<file path="config.mk">
export PLATFORM = sky130hd
export DESIGN_NAME = pipe_hazard_unit
export DESIGN_NICKNAME = d
export VERILOG_FILES = /design/src/rtl/hazard_pkg.sv /design/src/rtl/hazard_chk.sv /design/src/rtl/hazard_scoreboard.sv /design/src/rtl/pipe_hazard_unit.sv
export SDC_FILE = /design/constraint.sdc
export NUM_CORES = 1
export LEC_CHECK = 0
export BUFFER_PORTS_ARGS = -buffer_cell sky130_fd_sc_hd__buf_2
export CELL_PAD_IN_SITES_DETAIL_PLACEMENT = 1
export CELL_PAD_IN_SITES_GLOBAL_PLACEMENT = 2
export CORE_MARGIN = 5
export CORE_UTILIZATION = 29
export CTS_BUF_LIST = sky130_fd_sc_hd__clkbuf_8 sky130_fd_sc_hd__clkbuf_16
export DETAILED_ROUTE_END_ITERATION = 6
export PLACE_DENSITY_LB_ADDON = 0.1
export SLEW_MARGIN = 5
export SYNTH_ARGS = -nofsm -noshare
export SYNTH_HDL_FRONTEND = slang
export SYNTH_SLANG_ARGS = --single-unit
</file>
<file path="constraint.sdc">
create_clock -name clk_i -period 1.9 [get_ports clk_i]
set_clock_uncertainty 0.2 [all_clocks]
set_input_delay 0.19 -clock clk_i [delete_from_list [all_inputs] [get_ports clk_i]]
set_output_delay 0.19 -clock clk_i [all_outputs]
set_load 0.01 [all_outputs]
</file>
<file path="src/rtl/hazard_pkg.sv">
// Shared types and constants for the pipeline hazard/forwarding controller.
package hazard_pkg;

  localparam int RW_MAX = 16;

  localparam int FWD_ID  = 0;
  localparam int FWD_MEM = 1;
  localparam int FWD_WB  = 2;

  localparam int FLUSH_IFID  = 0;
  localparam int FLUSH_IDEX  = 1;
  localparam int FLUSH_SLOT0 = 2;

  typedef logic [RW_MAX-1:0] gpr_t;

  typedef struct packed {
    logic valid;
    logic regw;
    logic load;
    gpr_t dest;
    gpr_t rs;
    gpr_t rt;
    logic use_rs;
    logic use_rt;
  } sb_slot_t;

  localparam sb_slot_t SB_BUBBLE = '0;

  // Register 0 is hardwired, so it can never create a dependency.
  function automatic logic reg_match(input gpr_t src, input gpr_t dst);
    return (src != '0) && (src == dst);
  endfunction

  function automatic logic [31:0] sat_inc(input logic [31:0] v, input logic en);
    return (en && (v != 32'hFFFF_FFFF)) ? v + 32'd1 : v;
  endfunction

endpackage

</file>
<file path="src/rtl/hazard_chk.sv">
// Simulation checker: a load result must never be forwarded from a stage
// earlier than the one where its data becomes available.
module hazard_chk #(
  parameter int DEPTH      = 2,
  parameter int LOAD_READY = 2,
  parameter int FSEL_W     = 2
) (
  input logic              clk_i,
  input logic              rst_i,
  input logic [FSEL_W-1:0] fwd_a_i,
  input logic [FSEL_W-1:0] fwd_b_i,
  input logic [DEPTH:0]    load_vec_i
);

  function automatic logic early_load_fwd(input logic [FSEL_W-1:0] sel,
                                          input logic [DEPTH:0] lv);
    return (sel != '0) && (int'(sel) < LOAD_READY) && lv[sel];
  endfunction

  a_fwd_a_load: assert property (@(posedge clk_i) disable iff (rst_i)
                                 !early_load_fwd(fwd_a_i, load_vec_i));
  a_fwd_b_load: assert property (@(posedge clk_i) disable iff (rst_i)
                                 !early_load_fwd(fwd_b_i, load_vec_i));

endmodule

</file>
<file path="src/rtl/hazard_scoreboard.sv">
// Shift register of in-flight instructions from EX (slot 0) to the last
// result-holding stage, with bubble insertion for stall, EX hold and branch flush.
module hazard_scoreboard
  import hazard_pkg::*;
#(
  parameter int DEPTH    = 2,
  parameter int BR_STAGE = 1
) (
  input  logic                 clk_i,
  input  logic                 rst_i,
  input  sb_slot_t             id_slot_i,
  input  logic                 stall_i,
  input  logic                 ex_hold_i,
  input  logic                 br_taken_i,
  output sb_slot_t [DEPTH:0]   slots_o
);

  sb_slot_t [DEPTH:0] slots_q;
  sb_slot_t [DEPTH:0] slots_d;

  always_comb begin
    slots_d[0] = id_slot_i;
    for (int k = 1; k <= DEPTH; k++) begin
      slots_d[k] = slots_q[k-1];
    end
    if (br_taken_i) begin
      // Everything younger than the resolving branch is squashed.
      for (int k = 0; k <= BR_STAGE; k++) begin
        slots_d[k] = SB_BUBBLE;
      end
    end else if (ex_hold_i) begin
      slots_d[0] = slots_q[0];
      slots_d[1] = SB_BUBBLE;
    end else if (stall_i) begin
      slots_d[0] = SB_BUBBLE;
    end else begin
      slots_d[0] = id_slot_i;
    end
  end

  always_ff @(posedge clk_i) begin
    if (rst_i) begin
      slots_q <= '0;
    end else begin
      slots_q <= slots_d;
    end
  end

  assign slots_o = slots_q;

endmodule

</file>
<file path="src/rtl/pipe_hazard_unit.sv">
// Hazard/forwarding controller: operand forwarding, load-use stall, MDU hold and
// branch/jump flush. Define HAZARD_PERF_EN to add saturating perf counters.
module pipe_hazard_unit
  import hazard_pkg::*;
#(
  parameter int RW         = 5,
  parameter int DEPTH      = 2,
  parameter int LOAD_READY = 2,
  parameter int MDU_LAT    = 4,
  parameter int BR_STAGE   = 1,
  parameter int FSEL_W     = $clog2(DEPTH + 1)
) (
  input  logic                clk_i,
  input  logic                rst_i,
  input  logic                id_valid_i,
  input  logic [RW-1:0]       id_rs_i,
  input  logic [RW-1:0]       id_rt_i,
  input  logic                id_use_rs_i,
  input  logic                id_use_rt_i,
  input  logic [RW-1:0]       id_dest_i,
  input  logic                id_regw_i,
  input  logic                id_load_i,
  input  logic                id_mdu_i,
  input  logic                id_jump_i,
  input  logic                br_taken_i,
  output logic                stall_o,
  output logic                ex_hold_o,
  output logic [BR_STAGE+1:0] flush_o,
  output logic [FSEL_W-1:0]   fwd_a_o,
  output logic [FSEL_W-1:0]   fwd_b_o,
  output logic                mdu_busy_o
`ifdef HAZARD_PERF_EN
  ,
  output logic [31:0]         perf_stall_cyc_o,
  output logic [31:0]         perf_hold_cyc_o,
  output logic [31:0]         perf_flush_evt_o
`endif
);

  localparam int MDU_CW = (MDU_LAT > 1) ? $clog2(MDU_LAT) : 1;
  localparam logic [MDU_CW-1:0] MDU_LOAD = MDU_CW'(MDU_LAT - 1);
  localparam logic BR_CLEARS_MDU = (BR_STAGE >= 1);

  sb_slot_t             id_slot_s;
  sb_slot_t [DEPTH:0]   slots_s;
  logic [DEPTH:0]       load_vec_s;
  logic                 load_use_s;
  logic                 mdu_busy_s;
  logic                 stall_s;
  logic                 ex_hold_s;
  logic [BR_STAGE+1:0]  flush_s;
  logic [FSEL_W-1:0]    fwd_a_s;
  logic [FSEL_W-1:0]    fwd_b_s;
  logic [MDU_CW-1:0]    cnt_q;
  logic [MDU_CW-1:0]    cnt_d;

  // Youngest producer wins: scan oldest to youngest so the smallest k is kept.
  function automatic logic [FSEL_W-1:0] fwd_sel(input gpr_t src, input logic use_src,
                                                input sb_slot_t [DEPTH:0] sl);
    logic [FSEL_W-1:0] sel;
    sel = FSEL_W'(FWD_ID);
    for (int k = DEPTH; k >= FWD_MEM; k--) begin
      sel = (sl[0].valid && use_src && sl[k].valid && sl[k].regw &&
             reg_match(src, sl[k].dest)) ? FSEL_W'(k) : sel;
    end
    return sel;
  endfunction

  function automatic logic load_hit(input gpr_t src, input logic use_src,
                                    input sb_slot_t [DEPTH:0] sl);
    logic hit;
    hit = 1'b0;
    for (int j = 0; j < DEPTH; j++) begin
      hit = hit | ((j + 1 < LOAD_READY) && use_src && sl[j].valid && sl[j].load &&
                   sl[j].regw && reg_match(src, sl[j].dest));
    end
    return hit;
  endfunction

  // Pack the ID-stage instruction into a scoreboard slot.
  always_comb begin
    id_slot_s        = SB_BUBBLE;
    id_slot_s.valid  = id_valid_i;
    id_slot_s.regw   = id_regw_i;
    id_slot_s.load   = id_load_i;
    id_slot_s.dest   = gpr_t'(id_dest_i);
    id_slot_s.rs     = gpr_t'(id_rs_i);
    id_slot_s.rt     = gpr_t'(id_rt_i);
    id_slot_s.use_rs = id_use_rs_i;
    id_slot_s.use_rt = id_use_rt_i;
  end

  hazard_scoreboard #(
    .DEPTH    (DEPTH),
    .BR_STAGE (BR_STAGE)
  ) u_scoreboard (
    .clk_i      (clk_i),
    .rst_i      (rst_i),
    .id_slot_i  (id_slot_s),
    .stall_i    (stall_s),
    .ex_hold_i  (ex_hold_s),
    .br_taken_i (br_taken_i),
    .slots_o    (slots_s)
  );

  assign fwd_a_s    = fwd_sel(slots_s[0].rs, slots_s[0].use_rs, slots_s);
  assign fwd_b_s    = fwd_sel(slots_s[0].rt, slots_s[0].use_rt, slots_s);
  assign load_use_s = id_valid_i &
                      (load_hit(gpr_t'(id_rs_i), id_use_rs_i, slots_s) |
                       load_hit(gpr_t'(id_rt_i), id_use_rt_i, slots_s));
  assign mdu_busy_s = (cnt_q != '0);

  // Priority: branch flush > MDU hold > load-use stall > jump flush.
  always_comb begin
    stall_s   = 1'b0;
    ex_hold_s = 1'b0;
    flush_s   = '0;
    if (br_taken_i) begin
      flush_s = '1;
    end else if (mdu_busy_s) begin
      stall_s   = 1'b1;
      ex_hold_s = 1'b1;
    end else if (load_use_s) begin
      stall_s = 1'b1;
    end else if (id_jump_i) begin
      flush_s[FLUSH_IFID] = 1'b1;
    end else begin
      flush_s = '0;
    end
  end

  // MDU occupancy: loaded as the op enters EX, counts down the remaining hold cycles.
  always_comb begin
    if (br_taken_i && BR_CLEARS_MDU) begin
      cnt_d = '0;
    end else if (mdu_busy_s) begin
      cnt_d = cnt_q - MDU_CW'(1);
    end else if (id_valid_i && id_mdu_i && !stall_s && !br_taken_i) begin
      cnt_d = MDU_LOAD;
    end else begin
      cnt_d = cnt_q;
    end
  end

  always_ff @(posedge clk_i) begin
    if (rst_i) begin
      cnt_q <= '0;
    end else begin
      cnt_q <= cnt_d;
    end
  end

  always_comb begin
    for (int k = 0; k <= DEPTH; k++) begin
      load_vec_s[k] = slots_s[k].valid & slots_s[k].regw & slots_s[k].load;
    end
  end

  hazard_chk #(
    .DEPTH      (DEPTH),
    .LOAD_READY (LOAD_READY),
    .FSEL_W     (FSEL_W)
  ) u_chk (
    .clk_i      (clk_i),
    .rst_i      (rst_i),
    .fwd_a_i    (fwd_a_s),
    .fwd_b_i    (fwd_b_s),
    .load_vec_i (load_vec_s)
  );

  assign stall_o    = stall_s;
  assign ex_hold_o  = ex_hold_s;
  assign flush_o    = flush_s;
  assign fwd_a_o    = fwd_a_s;
  assign fwd_b_o    = fwd_b_s;
  assign mdu_busy_o = mdu_busy_s;

`ifdef HAZARD_PERF_EN
  logic [31:0] perf_stall_q;
  logic [31:0] perf_hold_q;
  logic [31:0] perf_flush_q;

  always_ff @(posedge clk_i) begin
    if (rst_i) begin
      perf_stall_q <= 32'd0;
      perf_hold_q  <= 32'd0;
      perf_flush_q <= 32'd0;
    end else begin
      perf_stall_q <= sat_inc(perf_stall_q, stall_s);
      perf_hold_q  <= sat_inc(perf_hold_q, ex_hold_s);
      perf_flush_q <= sat_inc(perf_flush_q, |flush_s);
    end
  end

  assign perf_stall_cyc_o = perf_stall_q;
  assign perf_hold_cyc_o  = perf_hold_q;
  assign perf_flush_evt_o = perf_flush_q;
`endif

endmodule

</file>
Yosys cells after proc, flatten, opt, wreduce, memory -nomap -nowiden
Cells that the tools add are included. Widths: inputs -> output; s select.

Add/subtract/negate cells: 1. Eq/ne operators: 6. Mux-type cells: 16. Bitwise gates (word level): 2. Reduce and logical (&&, ||, !) cells: 41.

Operators with widths (number): $eq 16x16->1 (4); $mux 53 (1); $eq 5x16->1 (2); $reduce_bool 16->1 (2); $logic_and 1x1->1 (31); $mux 2 (6); $reduce_bool 5->1 (2); $mux 1 (8); $reduce_bool 2->1 (2); $mux 3 (1); $reduce_or 3->1 (1); $logic_not 1->1 (2); $reduce_or 2->1 (1); $sub 2x1->2 const B (1); $and 1x1->1 (1); $or 1x1->1 (1).

Register bits after elaboration: 91. Output and inout bits: 10. Word-level logic and storage cells: 81.

Longest topological paths before layout
Depth in word-level cells: 14. Depth in mapped cells: 7.

Hierarchy
A second synthesis with hierarchy kept.

Cell total of the unflattened synthesis: 615. Area, all modules: 6451.2 um^2.

Modules (own cells, without submodules): hazard_scoreboard (instances 1, cells each 460, area each 5263.8 um^2, sequential area each 3183.1 um^2); pipe_hazard_unit (instances 1, cells each 155, area each 1187.4 um^2, sequential area each 40.0 um^2).

Least setup slack after synthesis
No wires, ideal clock.

Path kind: flip-flop to output port. From: register u_scoreboard.slots_q, in the netlist u_scoreboard.slots_o[35]. To: output flush_o[0]. Data arrival time: 1.574 ns. Slack: -0.064 ns. Cell stages (with the launch flop): 7. Cells stage by stage: dfxtp_1 > xnor2_1 > nand4_1 > or3_4 > a211oi_4 > buf_6 > nor2_1.

Cells in the longest elaborated chain, start to end: 8. Elaborated cells between the ends (all ways): 11. Those cells by class: 2 x eq/ne; 3 x mux; 2 x bitwise; 4 x reduce/logical.

RTL lines: start, declared (RTL line hazard_scoreboard.sv:18) `sb_slot_t [DEPTH:0] slots_q;`; start signal, assigned (RTL line hazard_scoreboard.sv:45) `slots_q <= slots_d;`; $eq 5x16->1 (RTL line hazard_pkg.sv:31) `return (src != '0) && (src == dst);`; $logic_and 1x1->1 (RTL line hazard_pkg.sv:31); $logic_and 1x1->1 (RTL line pipe_hazard_unit.sv:75) `sl[j].regw && reg_match(src, sl[j].dest));`; $or 1x1->1 * (RTL line pipe_hazard_unit.sv:109) `(load_hit(gpr_t'(id_rs_i), id_use_rs_i, slots_s) |`; $and 1x1->1 * (RTL line pipe_hazard_unit.sv:108) `assign load_use_s = id_valid_i &`; $mux 1 * (RTL line pipe_hazard_unit.sv:123) `end else if (load_use_s) begin`; $mux 1 * (RTL line pipe_hazard_unit.sv:120) `end else if (mdu_busy_s) begin`; $mux 3 * (RTL line pipe_hazard_unit.sv:118) `if (br_taken_i) begin`; end, declared (RTL line pipe_hazard_unit.sv:28) `output logic [BR_STAGE+1:0] flush_o,`.

Every way passes the cells marked *; elsewhere a longest branch is shown, timed or not.

Worst setup path after layout
From: register u_scoreboard.slots_q, in the netlist u_scoreboard.slots_o[36]. To: output flush_o[0].

The elaborated chain is that of the path after synthesis.

==> flow_summary.ini <==
[synthesis]
synth_area_um2 = 1810
synth-edff-count = 0
yosys.area.top_type = dfxtp_1
syn-mean-instance-area_um2 = 8.94
async_flop_share_pct = 0
synthTopCellsByCount = nand2_1 (45), dfxtp_1 (36), xnor2_1 (25)
post-synth-top-area-fraction_pct = 39.9
postSynthCellCount = 202
yosysSeqAreaShare_pct = 39.9
synth_area_leaders = dfxtp_1 (40%), xnor2_1 (12%), nand2_1 (9.3%)
yosysWarnings = 0
synthFlopType = dfxtp_1
ys_types = 38
yosysMostFrequentCell = nand2_1
synth.net_count = 228
ys_ff_latch = 36

[floorplanning]
start_util_pct = 30.2
core_um2 = 5990
die_area_um2 = 7910
core.rowCount = 28
ios = 35
die_y_um = 88.9
die_x_um = 88.9

[global_route]
overflow = 0
grt_pass1_wl_um = 9550
grt_max_degree = 21
grt_use_total_pct = 15.9
antenna_found_initial = 0
grt_pass1_vias = 1906

[timing]
hold_viol_final = 0
finalCritPeriodShare_pct = 125
fin_crit_ns = 2.38
rsz0062_at_grt = yes
max_slew_margin_pct = 64.3
worst_slack_ns = -0.483
tightestPinTransition_ns = 0.533
max_freq_ghz = 0.420
setup_viol = 27
drv_slew = 0

[setup_path]
path_delay_family = simple AND/OR/NAND/NOR gates
worst-path-max-fanout = 6
reg2reg_from = u_scoreboard.slots_o[35]
r2r_setup_slack_ns = -0.41
critPathSlowestCell = or3_4
crit_chain = nor2_1 > a21oi_4 > or3_4 > a211oi_4 > buf_4 > nor2_2 > buf_2
worstReg2RegEnd = cnt_q[0]
crit_arrival_ns = 1.99
path_class = reg -> out
crit_path_start_kind = flop
cpPeakStageDelay_ns = 0.41
crit_path_end_kind = output pin
reg2reg_depth = 10
worst-path-buf-inv = 2
worstPathRequired_ns = 1.51

[placed_design]
place.gp.congestion = 0.798
hpwl_um = 4220
port_buffers = 34
dpl_worst_slack_ns = -0.229

[power]
ir_drop_v = 0.000236
p_int_mw = 1.25
p_comb_share_pct = 19.2
switchingPower_mw = 0.457
powerDensity_nw_per_um2 = 633
power_frac_seq_pct = 47.6
clockPowerShare_pct = 33.1
total_power_mw = 1.71
switching_share_pct = 26.8
leakagePower_nw = 1.13

[min_path]
holdPathEnd = u_scoreboard.slots_o[6]
min_path_type = in -> reg
holdPathStages = 3
worstHoldStart = id_rt_i[4]

[clock_network]
cts_made_buffers = 5
clk_latency_ns = 0.29
worst_setup_hold_path_clk_slew_ns = 0.07
cts.sink_count = 36
cts_tree = built
cts-root-buf = clkbuf_8
htreeDepth = 2
clockBufferDepth = 2

[drt]
drcViolationCount = 0
drt_first_iter_violations = 39
viasPerCell = 4.72
finalWirelength_um = 5800
wl_per_cell_um = 15.9
final_antenna_net_count = 0
vias = 1719
first_pass_iters = 4

[layout]
layout-drive-gt1-share_pct = 44.3
nets = 314
area_delta_synth_final_pct = 49.3
post-route-util_pct = 45.0
diodes = 0
fill_cells = 719

[status]
violations = setup timing
status = complete, but fails checks

[job]
max-cap-violations = 0
## registers in the layout, summed over array words and instances, names as in the netlist
name                  cells
u_scoreboard.slots_o     34
cnt_q                     2
## worst reg2reg max path, stage by stage, from the launching register on
cell       delay (ns)
dfxtp_4          0.37
xnor2_1          0.15
nand4_1          0.16
buf_4            0.17
buf_4            0.12
buf_4            0.12
buf_4            0.13
o41ai_2          0.32
a2bb2oi_1        0.12
buf_4            0.16
o211a_1          0.19
## layout make-up
| type | instances | area, µm² | share of cell area, % |
|---|---|---|---|
| clock buffer | 6 | 82.6 | 3.06 |
| tap | 75 | 93.8 | 3.48 |
| multi-input combinational | 151 | 1070 | 39.7 |
| clock inverter | 2 | 11.3 | 0.417 |
| inverter | 5 | 18.8 | 0.696 |
| sequential | 36 | 749 | 27.8 |
| timing repair buffer | 89 | 669 | 24.8 |
## power by group through the flow
| stage | logic [mW] | clock network (mW) | registers [mW] |
|---|---|---|---|
| detailed placement | 0.265 | 0 | 0.833 |
| global placement | 0.257 | 0 | 0.830 |
| floorplan | 0.145 | 0 | 0.827 |
| CTS | 0.318 | 0.589 | 0.814 |
| global route | 0.358 | 0.615 | 0.819 |
| finish | 0.328 | 0.566 | 0.814 |
## worst max path at each step
stage                             startpoint         end  slack [ns]  depth (start not counted)
floorplan           u_scoreboard.slots_o[34]  flush_o[0]      -0.004                          6
global placement    u_scoreboard.slots_o[34]  flush_o[0]       -0.12                          7
detailed placement  u_scoreboard.slots_o[34]    cnt_q[1]       -0.23                          7
CTS                 u_scoreboard.slots_o[38]     stall_o       -0.46                          6
global route        u_scoreboard.slots_o[35]  flush_o[0]       -0.57                          7
finish              u_scoreboard.slots_o[36]  flush_o[0]       -0.48                          7
## cell families (layout without fill, tap and decap cells)
group                    Yosys count  after routing  share of synthesized area (%)
AO/OA/AOI/OAI                     31             31                           15.4
multiplexers                       1              1                          0.554
buffers and inverters             15            102                           5.47
AND/OR/NAND/NOR                   90             90                           24.4
flip-flops                        36             36                           39.9
adder cells (fa/ha/maj)            1              1                          0.692
XOR/XNOR                          28             28                           13.6
## timing repair
item                                    4_1_cts  5_1_grt
cloned                                        1        0
hold endpoints to repair                     18        0
endpoints found under the setup margin       28       28
setup buffers                                11        5
hold buffers                                 18        0
gates resized for setup                      27        8
pin swaps                                    31       14
## routing by layer
| metal | part of all wire (%) | up-vias | global-route usage [%] |
|---|---|---|---|
| met2 | 56 | 20 | 29.6 |
| met4 | 0.72 | 0 | 3.52 |
| met5 | 0 | - | 0 |
| met3 | 2.8 | 5 | 3.32 |
| li1 | - | 854 | - |
| met1 | 41 | 840 | 18.6 |
## through the flow
step | setup TNS, ns | cell area, µm² | hold slack, ns | cells
after floorplan | -0.00357 | 1810 | 0.126 | 202
after global placement | -1.60 | 2190 | 0.231 | 324
after detailed placement | -3.94 | 2190 | 0.246 | 324
after CTS | -4.75 | 2630 | 0.0112 | 360
after global routing | -7.60 | 2700 | 0.00670 | 364
final | -5.56 | 2700 | 0.0120 | 364
## layout by cell type, fill, tap and decap left out, types with 2 or more instances in the layout
master / netlist / final
xnor2_1: 25 / 19
nor3_2: 0 / 3
nor4_1: 2 / 2
dfxtp_2: 0 / 5
nor3_1: 5 / 2
buf_6: 2 / 3
buf_4: 2 / 32
or4_1: 2 / 2
nand3_1: 3 / 2
buf_8: 0 / 2
or3_1: 2 / 2
nor2b_1: 7 / 7
and3_1: 6 / 6
nand4_1: 6 / 6
clkbuf_8: 0 / 6
o211ai_1: 2 / 2
dfxtp_1: 36 / 25
dlygate4sd3_1: 0 / 18
xor2_1: 3 / 3
nand2_1: 45 / 45
buf_2: 0 / 33
inv_1: 5 / 6
nor2_1: 6 / 5
o21ai_2: 19 / 19
xnor2_2: 0 / 6
dfxtp_4: 0 / 6
No activity file was read; power rests on OpenSTA's default activity.
